$ cat config.mk
export PLATFORM = sky130hd
export DESIGN_NAME = word_sequencer_1553
export DESIGN_NICKNAME = d
export VERILOG_FILES = /design/src/rtl/word_sequencer_1553_pkg.sv /design/src/rtl/sync_fifo_1553.sv /design/src/rtl/word_sequencer_1553.sv
export SDC_FILE = /design/constraint.sdc
export NUM_CORES = 1
export LEC_CHECK = 0
export CORE_ASPECT_RATIO = 1.1
export CORE_UTILIZATION = 40
export CTS_BUF_LIST = sky130_fd_sc_hd__clkbuf_16
export DETAILED_ROUTE_END_ITERATION = 8
export MAX_ROUTING_LAYER = met4
export PLACE_DENSITY_LB_ADDON = 0.25
export SYNTH_ARGS = -nofsm -noshare
export SYNTH_HDL_FRONTEND = slang
export SYNTH_SLANG_ARGS = --single-unit
$ cat constraint.sdc
create_clock -name clk -period 8.45 [get_ports clk]
set_input_delay 2.1125 -clock clk [delete_from_list [all_inputs] [get_ports clk]]
set_output_delay 2.1125 -clock clk [all_outputs]
set_load 0.01 [all_outputs]
$ cat src/rtl/word_sequencer_1553_pkg.sv
// Shared definitions for the 1553 word sequencer: FIFO entry layout,
// sync tag encodings and the sequencer state type.
package word_seq_1553_pkg;

    localparam int ENTRY_W   = 18;
    localparam int CSW_BIT   = 17;
    localparam int DW_BIT    = 16;
    localparam int DWORD_MSB = 15;

    localparam logic [1:0] TAG_CSW = 2'b10;
    localparam logic [1:0] TAG_DW  = 2'b01;

    typedef enum logic [2:0] {
        ST_IDLE,
        ST_CHECK,
        ST_GAP,
        ST_LAUNCH,
        ST_WAIT_RISE,
        ST_WAIT_FALL
    } seq_state_t;

    // Only the two single-hot tags are sendable; 00 and 11 are rejected.
    function automatic logic tag_legal(input logic [1:0] tag);
        return (tag == TAG_CSW) || (tag == TAG_DW);
    endfunction

endpackage

$ cat src/rtl/sync_fifo_1553.sv
// Synchronous FIFO with first-word fall-through head, used to buffer
// tagged 1553 words ahead of the sequencer.
module sync_fifo_1553 #(
    parameter int DEPTH = 16,
    parameter int WIDTH = 18
) (
    input  logic                     clk,
    input  logic                     rst,
    input  logic                     push,
    input  logic [WIDTH-1:0]         data_in,
    input  logic                     pop,
    output logic [WIDTH-1:0]         data_out,
    output logic                     full,
    output logic                     empty,
    output logic [$clog2(DEPTH):0]   level
);

    localparam int AW = $clog2(DEPTH);

    logic [WIDTH-1:0] mem [DEPTH];
    logic [AW-1:0]    wr_ptr;
    logic [AW-1:0]    rd_ptr;
    logic [AW:0]      count;
    logic             do_push;
    logic             do_pop;

    // A push while full is only taken when the same cycle frees a slot.
    assign do_pop   = pop && !empty;
    assign do_push  = push && (!full || do_pop);
    assign full     = (count == (AW+1)'(DEPTH));
    assign empty    = (count == '0);
    assign level    = count;
    assign data_out = mem[rd_ptr];

    // Storage array; contents need no reset because count gates visibility.
    always_ff @(posedge clk) begin
        if (do_push) begin
            mem[wr_ptr] <= data_in;
        end
    end

    // Pointers wrap naturally at DEPTH (power of two); count tracks occupancy.
    always_ff @(posedge clk) begin
        if (rst) begin
            wr_ptr <= '0;
            rd_ptr <= '0;
            count  <= '0;
        end else begin
            if (do_push) begin
                wr_ptr <= wr_ptr + 1'b1;
            end
            if (do_pop) begin
                rd_ptr <= rd_ptr + 1'b1;
            end
            case ({do_push, do_pop})
                2'b10:   count <= count + 1'b1;
                2'b01:   count <= count - 1'b1;
                default: count <= count;
            endcase
        end
    end

endmodule

$ cat src/rtl/word_sequencer_1553.sv
// Feeds tagged 1553 words from a FIFO to encoder_1553 one at a time,
// honouring the encoder busy handshake and inserting an inter-message gap
// before a command/status word that follows a sent word.
// Optional macro WORD_SEQ_1553_STATS_EN adds saturating words_sent and
// msgs_sent counters.
module word_sequencer_1553
    import word_seq_1553_pkg::*;
#(
    parameter int DEPTH         = 16,
    parameter int GAP_CYCLES    = 8,
    parameter int START_TIMEOUT = 4
) (
    input  logic                   clk,
    input  logic                   rst,
    input  logic                   wr_en,
    input  logic [17:0]            wr_data,
    output logic                   full,
    output logic [$clog2(DEPTH):0] level,
    output logic [15:0]            tx_dword,
    output logic                   tx_csw,
    output logic                   tx_dw,
    input  logic                   tx_busy,
    output logic                   seq_busy,
    output logic                   err_tag,
    output logic                   err_timeout
`ifdef WORD_SEQ_1553_STATS_EN
    ,
    output logic [15:0]            words_sent,
    output logic [15:0]            msgs_sent
`endif
);

    localparam int GW = (GAP_CYCLES > 1) ? $clog2(GAP_CYCLES) : 1;
    localparam int TW = $clog2(START_TIMEOUT + 1);

    seq_state_t           state;
    logic [ENTRY_W-1:0]   head;
    logic [1:0]           head_tag;
    logic                 empty;
    logic                 pop;
    logic                 last_sent;
    logic [GW-1:0]        gap_cnt;
    logic [TW-1:0]        to_cnt;

    assign head_tag = head[CSW_BIT:DW_BIT];

    // The head is consumed on launch, or discarded when its tag is illegal.
    assign pop = (state == ST_LAUNCH) ||
                 ((state == ST_CHECK) && !tag_legal(head_tag));

    sync_fifo_1553 #(
        .DEPTH (DEPTH),
        .WIDTH (ENTRY_W)
    ) u_fifo (
        .clk      (clk),
        .rst      (rst),
        .push     (wr_en),
        .data_in  (wr_data),
        .pop      (pop),
        .data_out (head),
        .full     (full),
        .empty    (empty),
        .level    (level)
    );

    // Sequencer FSM with registered strobes, error pulses and busy flag.
    always_ff @(posedge clk) begin
        if (rst) begin
            state       <= ST_IDLE;
            tx_dword    <= '0;
            tx_csw      <= 1'b0;
            tx_dw       <= 1'b0;
            seq_busy    <= 1'b0;
            err_tag     <= 1'b0;
            err_timeout <= 1'b0;
            last_sent   <= 1'b0;
            gap_cnt     <= '0;
            to_cnt      <= '0;
        end else begin
            tx_csw      <= 1'b0;
            tx_dw       <= 1'b0;
            err_tag     <= 1'b0;
            err_timeout <= 1'b0;
            case (state)
                ST_IDLE: begin
                    if (!empty) begin
                        state    <= ST_CHECK;
                        seq_busy <= 1'b1;
                    end else begin
                        last_sent <= 1'b0;
                    end
                end
                ST_CHECK: begin
                    if (!tag_legal(head_tag)) begin
                        err_tag  <= 1'b1;
                        state    <= ST_IDLE;
                        seq_busy <= 1'b0;
                    end else if ((head_tag == TAG_CSW) && last_sent && (GAP_CYCLES > 0)) begin
                        state   <= ST_GAP;
                        gap_cnt <= '0;
                    end else begin
                        // Strobe is registered on entry so it is high during LAUNCH.
                        state    <= ST_LAUNCH;
                        tx_dword <= head[DWORD_MSB:0];
                        tx_csw   <= head[CSW_BIT];
                        tx_dw    <= head[DW_BIT];
                    end
                end
                ST_GAP: begin
                    if (gap_cnt == GW'(GAP_CYCLES - 1)) begin
                        state    <= ST_LAUNCH;
                        tx_dword <= head[DWORD_MSB:0];
                        tx_csw   <= head[CSW_BIT];
                        tx_dw    <= head[DW_BIT];
                    end else begin
                        gap_cnt <= gap_cnt + 1'b1;
                    end
                end
                ST_LAUNCH: begin
                    // The launch cycle itself counts toward the start timeout.
                    last_sent <= 1'b1;
                    to_cnt    <= TW'(1);
                    state     <= ST_WAIT_RISE;
                end
                ST_WAIT_RISE: begin
                    if (tx_busy) begin
                        state <= ST_WAIT_FALL;
                    end else if (to_cnt >= TW'(START_TIMEOUT - 1)) begin
                        err_timeout <= 1'b1;
                        last_sent   <= 1'b0;
                        state       <= ST_IDLE;
                        seq_busy    <= 1'b0;
                    end else begin
                        to_cnt <= to_cnt + 1'b1;
                    end
                end
                ST_WAIT_FALL: begin
                    if (!tx_busy) begin
                        state    <= ST_IDLE;
                        seq_busy <= 1'b0;
                    end
                end
                default: begin
                    state    <= ST_IDLE;
                    seq_busy <= 1'b0;
                end
            endcase
        end
    end

`ifdef WORD_SEQ_1553_STATS_EN
    // Saturating launch counters; observation only, no effect on sequencing.
    always_ff @(posedge clk) begin
        if (rst) begin
            words_sent <= '0;
            msgs_sent  <= '0;
        end else if (state == ST_LAUNCH) begin
            if (words_sent != '1) begin
                words_sent <= words_sent + 1'b1;
            end
            if (tx_csw && (msgs_sent != '1)) begin
                msgs_sent <= msgs_sent + 1'b1;
            end
        end
    end
`endif

endmodule

==> metrics.md, run 1 <==
| Metric | Value |
|---|---|
| Worst EP arrival | 5.13 ns |
| Total Nets Final | around 800 |
| Sequential element share of the synthesized area | 0.728 |
| Root Driver | clkbuf_16 |
| Final setup vio count | 0 |
| Number of buffers created by CTS | 35 |
| Mapped Avg Cell Area | just under 20 um^2 |
| Fin area | roughly 0.015 mm^2 |
| Synth unique cells | 51 |
| Worst slew pin tran | 1.35 ns |
| Power Dens Cells | around 240 mW/mm^2 |
| Initial Util | 0.408 |
| Worst Setup End Kind | flop |
| Setup Crit Path Kind | flop to flop |
| Crit Path Max Fanout | 40 |
| Int Pwr | 2.85 mW |
| Number of buffers inserted by port buffering | between 40 and 50 |
| Async SR Flop Fraction | 0 |
| Iteration-0 DRC Markers | approximately 570 |
| Post-synth design cell area | approximately 0.013 mm^2 |
| FP Rows | slightly below 70 |
| Synth Register Bits | roughly 340 |
| Post-Layout Cell Count | between 1000 and 1500 |
| RSZ-0062 raised after global routing | false |
| Syn Inst Count | 687 |
| Layout Skew | roughly 0.018 ns |
| Final hold vios | 0 |
| Routed wire length | 27600 um |
| Post-route minimum period | 4.72 ns |
| Per-cell routed wire length | ~23 um |
| Combinational share of power | 0.087 |
| Setup TNS | 0 ns |
| Clk pwr share | 0.398 |
| GR Overflow Total | 0 |
| P_sw | roughly 0.84 mW |
| Die area | around 0.034 mm^2 |
| I/O Pins | 49 |
| Layout cells sized above 1 | 0.202 |
| Hold_buf cts | 0 |
| Number of iterations in the first detailed-routing pass | 5 |
| ANT nets after route | 0 |
| Dpl cells | approximately 1100 |
| First-pass GRT wire length | 42400 um |
| Slew HR | 0.0977 |
| Residual DRC | 0 |
| Critical path launch point type | flop |
| DR vias/cell | between 5 and 6 |
| Area post-placement | roughly 0.014 mm^2 |
| Max Cap Viol | 0 |
| Worst r2r path cells | 16 |
| Final estimated routing congestion in global placement | 0.779 |
| PostCTS Resize Cnt | 0 |
| Synth Net Count | between 700 and 800 |
| Worst R2R Setup Slack | around 3.7 ns |
| Initial antenna violation count | 0 |
| Post-synth EDFFs | around 290 |
| Crit path to | u_fifo.level[4]$_SDFFE_PP0P_ |
| Clock Path Buffers | 3 |
| RR Endpoint | u_fifo.level[4]$_SDFFE_PP0P_ |
| Vias | around 6500 |
| Reg power frac | 0.514 |
| Die Wd | between 150 and 200 um |
| Hold slack final | 0.483 ns |
| Clock-pin slew on the worst setup and hold paths | around 0.060 ns |
| Sw Ratio | 0.227 |
| Post-synth top flop | edfxtp_1 |
| Pleak | slightly below 5 nW |
| Clk_lat worst skew | 0.52 ns |
| Maximum vdd drop | approximately 0.00020 V |
| Final slew viol count | 0 |
| HPWL after detailed placement | 15600 um |
| Syn. warnings | 0 |
| Area delta synth->final | 16.0% |
| Core area | 0.0324 mm^2 |
| Die extent in y | between 150 and 200 um |
| CTS tree | yes |
| ANT cells | 0 |
| Vias in the first global route | approximately 7000 |
| Status | completed |
| H-tree depth | 2 |
| Largest net degree at the start of global routing | 70 |
| CTS sink cnt | around 340 |
| Critical Path RT | between 8 and 9 ns |
| Final Util | 0.473 |
| WHS Path Cells | 1 |
| Gr usage total | 0.176 |
| FMAX | about 210 MHz |
| Period utilization | 0.559 |
| Hold Crit Class | flop to flop |
| Post-CTS Setup Repair Bufs | 0 |
[worst min path at each step]
stage	slack, ns	end	from
6_report	0.48	tx_dword[15]$_SDFFE_PP0P_	tx_dword[15]$_SDFFE_PP0P_
3_3_place_gp	0.49	to_cnt[1]$_SDFFE_PP0P_	to_cnt[1]$_SDFFE_PP0P_
2_1_floorplan	0.46	flop	u_fifo.rd_ptr[3]$_SDFFE_PP0N_
4_1_cts	0.49	flop	u_fifo.rd_ptr[1]$_SDFFE_PP0N_
5_1_grt	0.52	flop	u_fifo.rd_ptr[1]$_SDFFE_PP0N_
3_5_place_dp	0.47	tx_dword[15]$_SDFFE_PP0P_	tx_dword[15]$_SDFFE_PP0P_
[cell families (layout without fill, tap and decap cells)]
group | Yosys count | after routing | share of synthesized area
AO/OA/AOI/OAI | 54 | 54 | 0.0323
flip-flops | 336 | 336 | 0.728
adder cells (fa/ha/maj) | 14 | 14 | 0.0138
AND/OR/NAND/NOR | 122 | 122 | 0.0431
XOR/XNOR | 8 | 8 | 0.00531
multiplexers | 109 | 109 | 0.158
buffers and inverters | 44 | 138 | 0.0191
[cells in the mapped netlist, drive strengths merged (9+ instances only)]
| master | count | area, um^2 |
|---|---|---|
| mux2i | 21 | 210 |
| mux2 | 16 | 180 |
| clkbuf | 10 | 37.5 |
| dfxtp | 48 | 961 |
| inv | 11 | 41.3 |
| nor3 | 10 | 50.1 |
| nor2 | 56 | 220 |
| mux4 | 72 | 1700 |
| nand3 | 9 | 45.0 |
| buf | 23 | 173 |
| nand2 | 25 | 96.4 |
| ha | 13 | 163 |
| a221o | 16 | 160 |
| edfxtp | 288 | 8650 |
[layout by cell type (no fill, tap or decap), drive strengths merged, types with 4 or more instances in the layout]
master,netlist,routed
a21oi,7,7
a221o,16,16
a31oi,5,5
buf,23,15
clkbuf,10,35
clkdlybuf4s50,0,48
clkinv,0,9
clkinvlp,0,4
dfxtp,48,48
edfxtp,288,288
ha,13,13
inv,11,24
mux2,16,16
mux2i,21,21
mux4,72,72
nand2,25,25
nand2b,7,7
nand3,9,9
nor2,56,56
nor3,10,10
o21ai,7,7
xnor2,4,4
xor2,4,4
[layer usage]
layer  wire [um]  vias to the layer above  global-route usage
met3        1330                       37              0.0278
met2       13900                      167               0.288
li1            -                     2919                   -
met5           0                        -                   -
met1       11900                     3422               0.228
met4         462                        0              0.0485
[through the flow]
step | power [mW] | setup WS [ns]
global route | 3.83 | 3.38
detailed placement | 2.26 | 3.62
global placement | 2.25 | 3.68
finish | 3.69 | 3.73
floorplan | 2.12 | 4.00
CTS | 3.72 | 3.65
[flip-flops by register name (all words and copies together), names as in the netlist, named ones only]
signal and cells:
to_cnt 3, u_fifo.rd_ptr 4, u_fifo.wr_ptr 4, tx_csw 1, last_sent 1, seq_busy 1, state 3, u_fifo.level 5
err_tag 1, gap_cnt 3, tx_dw 1, u_fifo.mem 288, tx_dword 16, err_timeout 1
[power by group through the flow]
stage	combinational, mW	sequential, mW	clock, mW
after detailed placement	0.327	1.93	0
after CTS	0.327	1.90	1.50
after global routing	0.355	1.90	1.57
after floorplan	0.200	1.92	0
final	0.322	1.90	1.47
after global placement	0.317	1.93	0
[area by class of cell]
type                    count  area (um^2)
clock inverters            29          221
flip-flops and latches    336         9620
fillers                  2706        17100
multi-input cells         307         3400
well taps                 426          533
repair buffers             63          621
inverters                  11         41.3
clock buffers              35          876
[worst max-delay path: stages, from the launching register on]
cell      delay, ns
dfxtp_2        0.31
buf_4          0.59
mux4_2         0.58
and2_1         0.16
a211oi_1       0.20
a31oi_1        0.09
ha_1           0.41
nor2_1         0.09
nor2_2         0.23
nand2_1        0.17
or2_2          0.34
fa_1           0.42
nand2b_1       0.16
a21oi_1        0.28
nor3_1         0.07
or3_1          0.31
a31oi_1        0.16
(Power assumes the default switching activity.)
==> inputs of run 2 (changes only) <==
==> constraint.sdc (replaced) <==
create_clock -name clk -period 4.6 [get_ports clk]
set_input_delay 1.15 -clock clk [delete_from_list [all_inputs] [get_ports clk]]
set_output_delay 1.15 -clock clk [all_outputs]
set_load 0.01 [all_outputs]
==> metrics.md, run 2 (same netlist as run 1, synthesis figures left out) <==
| Metric | Value |
|---|---|
| First-pass GRT wire length | 42300 um (-0.23%) |
| Clock Path Buffers | 3 (unchanged) |
| Post-route minimum period | 4.25 ns (-0.466 ns) |
| Status | completed |
| Hold Crit Class | flop to flop |
| Final setup vio count | 0 (unchanged) |
| Setup TNS | 0 ns (unchanged) |
| CP Cell Sequence | mux4_2 -> and2_1 -> a211oi_1 -> a31oi_1 -> ha_1 -> nor2_1 -> nor2_2 -> nand2_1 -> or2_2 -> fa_1 -> nand2b_1 -> a21oi_1 -> nor3_1 -> or3_1 -> a31oi_1 |
| GR Overflow Total | 0 (unchanged) |
| Critical-path top delay cell | mux4_2 |
| Gr usage total | 0.175 (-0.000622) |
| Pleak | 4.98 nW (+2.0%) |
| # fillers | 2682 (-0.89%) |
| Number of iterations in the first detailed-routing pass | 4 (-1) |
| Multi-input logic area | 0.00339 mm^2 (-0.29%) |
| FF/Latch Area | 0.00962 mm^2 (unchanged) |
| Crit-path max cell delay | 0.55 ns (-0.04 ns) |
| Hold_buf cts | 0 (unchanged) |
| Max Cap Viol | 0 (unchanged) |
| Core area | 0.0324 mm^2 (unchanged) |
| Iteration-0 DRC Markers | 482 (-15%) |
| Routed wire length | 27700 um (+0.49%) |
| Max FFs per register | 288 (unchanged) |
| Area post-placement | 0.0143 mm^2 (+0.83%) |
| ANT nets after route | 0 (unchanged) |
| FP Rows | 69 (unchanged) |
| I/O Pins | 49 (unchanged) |
| DR vias/cell | 5.37 (-1.0%) |
| Power Dens Cells | 446 mW/mm^2 (+85%) |
| Setup Crit Path Kind | flop to flop |
| HPWL after detailed placement | 16300 um (+4.3%) |
| RSZ-0062 raised after global routing | false |
| Number of buffers created by CTS | 36 (+2.9%) |
| Per-cell routed wire length | 22.6 um (-0.90%) |
| Total Power | 6.88 mW (+87%) |
| Clk_lat worst skew | 0.51 ns (about the same) |
| Layout Skew | 0.0109 ns (-0.00712 ns) |
| Total Nets Final | 806 (+2.0%) |
| Maximum vdd drop | 0.000282 V (+43%) |
| Worst slew pin tran | 0.691 ns (-0.661 ns) |
| Die extent in y | 193 um (unchanged) |
| Layout cells sized above 1 | 0.223 (+0.0208) |
| HP Start | u_fifo.rd_ptr[1]$_SDFFE_PP0N_ |
| ANT cells | 0 (unchanged) |
| CTS sink cnt | 336 (unchanged) |
| Number of buffers inserted by port buffering | 48 (unchanged) |
| Final hold vios | 0 (unchanged) |
| Final slew viol count | 0 (unchanged) |
| Vias in the first global route | 7053 (+1.7%) |
| Worst EP arrival | 4.68 ns (-0.45 ns) |
| CTS tree | yes |
| Critical path launch point type | flop |
| Largest reg by FF count | u_fifo.mem |
| PostCTS Resize Cnt | 0 (unchanged) |
| Period utilization | 0.925 (+0.366) |
| FMAX | 235 MHz (+11%) |
| Commonest cells after routing, fill and taps aside | 288 x edfxtp_1, 52 x mux4_2, 48 x clkdlybuf4s50_1 |
| Buf+Inv Stages, Crit Path | 0 (-1) |
| Crit Path Max Fanout | 10 (-75%) |
| Die Wd | 175 um (unchanged) |
| Clock-pin slew on the worst setup and hold paths | 0.06 ns (about the same) |
| Vias | 6570 (+0.38%) |
| Worst Setup End Kind | flop |
| Largest net degree at the start of global routing | 36 (-49%) |
| Final estimated routing congestion in global placement | 0.797 (+2.3%) |
| Die area | 0.0337 mm^2 (unchanged) |
| Initial Util | 0.408 (unchanged) |
| Fin area | 0.0154 mm^2 (+0.83%) |
| H-tree depth | 2 (unchanged) |
| Critical Path RT | 5.03 ns (-3.83 ns) |
| Root Driver | clkbuf_16 |
| Cell mode on critical path | a31oi_1 |
| Area delta synth->final | 16.9% |
| Slew HR | 0.533 (+0.435) |
| Initial antenna violation count | 0 (unchanged) |
| Cell family with most CP delay | simple AND/OR/NAND/NOR gates |
| Residual DRC | 0 (unchanged) |
| Commonest non-fill, non-tap cell in the layout | edfxtp_1 |
| Post-CTS Setup Repair Bufs | 0 (unchanged) |
-- run 2: cell types whose count changed in the layout (fill, tap and decap cells not counted), moves of 2 or more --
cell / change
inv_1: -3
clkbuf_16: +2
nor2_4: -2
clkinv_2: +4
nor2_2: +2
clkinvlp_4: -2
buf_4: +17
-- run 2: layer usage --
layer | global-route usage | part of all wire | vias to the layer above | routed length [um]
met2 | 0.295 | 0.50 | 138 | 14000
li1 | - | - | 2952 | -
met5 | - | 0 | - | 0
met3 | 0.0252 | 0.039 | 52 | 1090
met1 | 0.221 | 0.43 | 3428 | 12000
met4 | 0.0522 | 0.024 | 0 | 663
-- run 2: worst reg2reg max path: stages (launching register included) --
cell and delay (ns):
dfxtp_2 0.51, mux4_2 0.55, and2_1 0.17, a211oi_1 0.21
a31oi_1 0.09, ha_1 0.42, nor2_1 0.10, nor2_2 0.24
nand2_1 0.17, or2_2 0.34, fa_1 0.41, nand2b_1 0.17
a21oi_1 0.25, nor3_1 0.08, or3_1 0.31, a31oi_1 0.15
-- run 2: layout make-up --
type	instances	share of cell area
multi-input cells	307	0.219
flip-flops and latches	336	0.623
well taps	426	0.0345
repair buffers	78	0.0457
inverters	11	0.00268
clock inverters	29	0.0145
clock buffers	37	0.0600
-- run 2: power by group --
part	internal [mW]	switching, mW
combinational	0.280	0.323
clock	1.64	1.15
sequential	3.40	0.0841
-- run 2: worst paths after layout --
kind | to | slack (ns) | cells after the start
setup reg to reg | u_fifo.level[4]$_SDFFE_PP0P_ | 0.35 | 15
hold reg to reg | flop | 0.49 | 2
setup / recovery | u_fifo.level[4]$_SDFFE_PP0P_ | 0.35 | 15
hold / removal | flop | 0.49 | 2
-- run 2: stage by stage --
step	worst slack [ns]	util	instances	hold WS (ns)
final	0.345	0.477	1224	0.489
after global routing	0.0305	0.477	1224	0.534
after CTS	0.328	0.477	1224	0.500
after detailed placement	0.356	0.441	1158	0.492
after global placement	0.475	0.441	1158	0.486
after floorplan	0.541	-	687	0.459
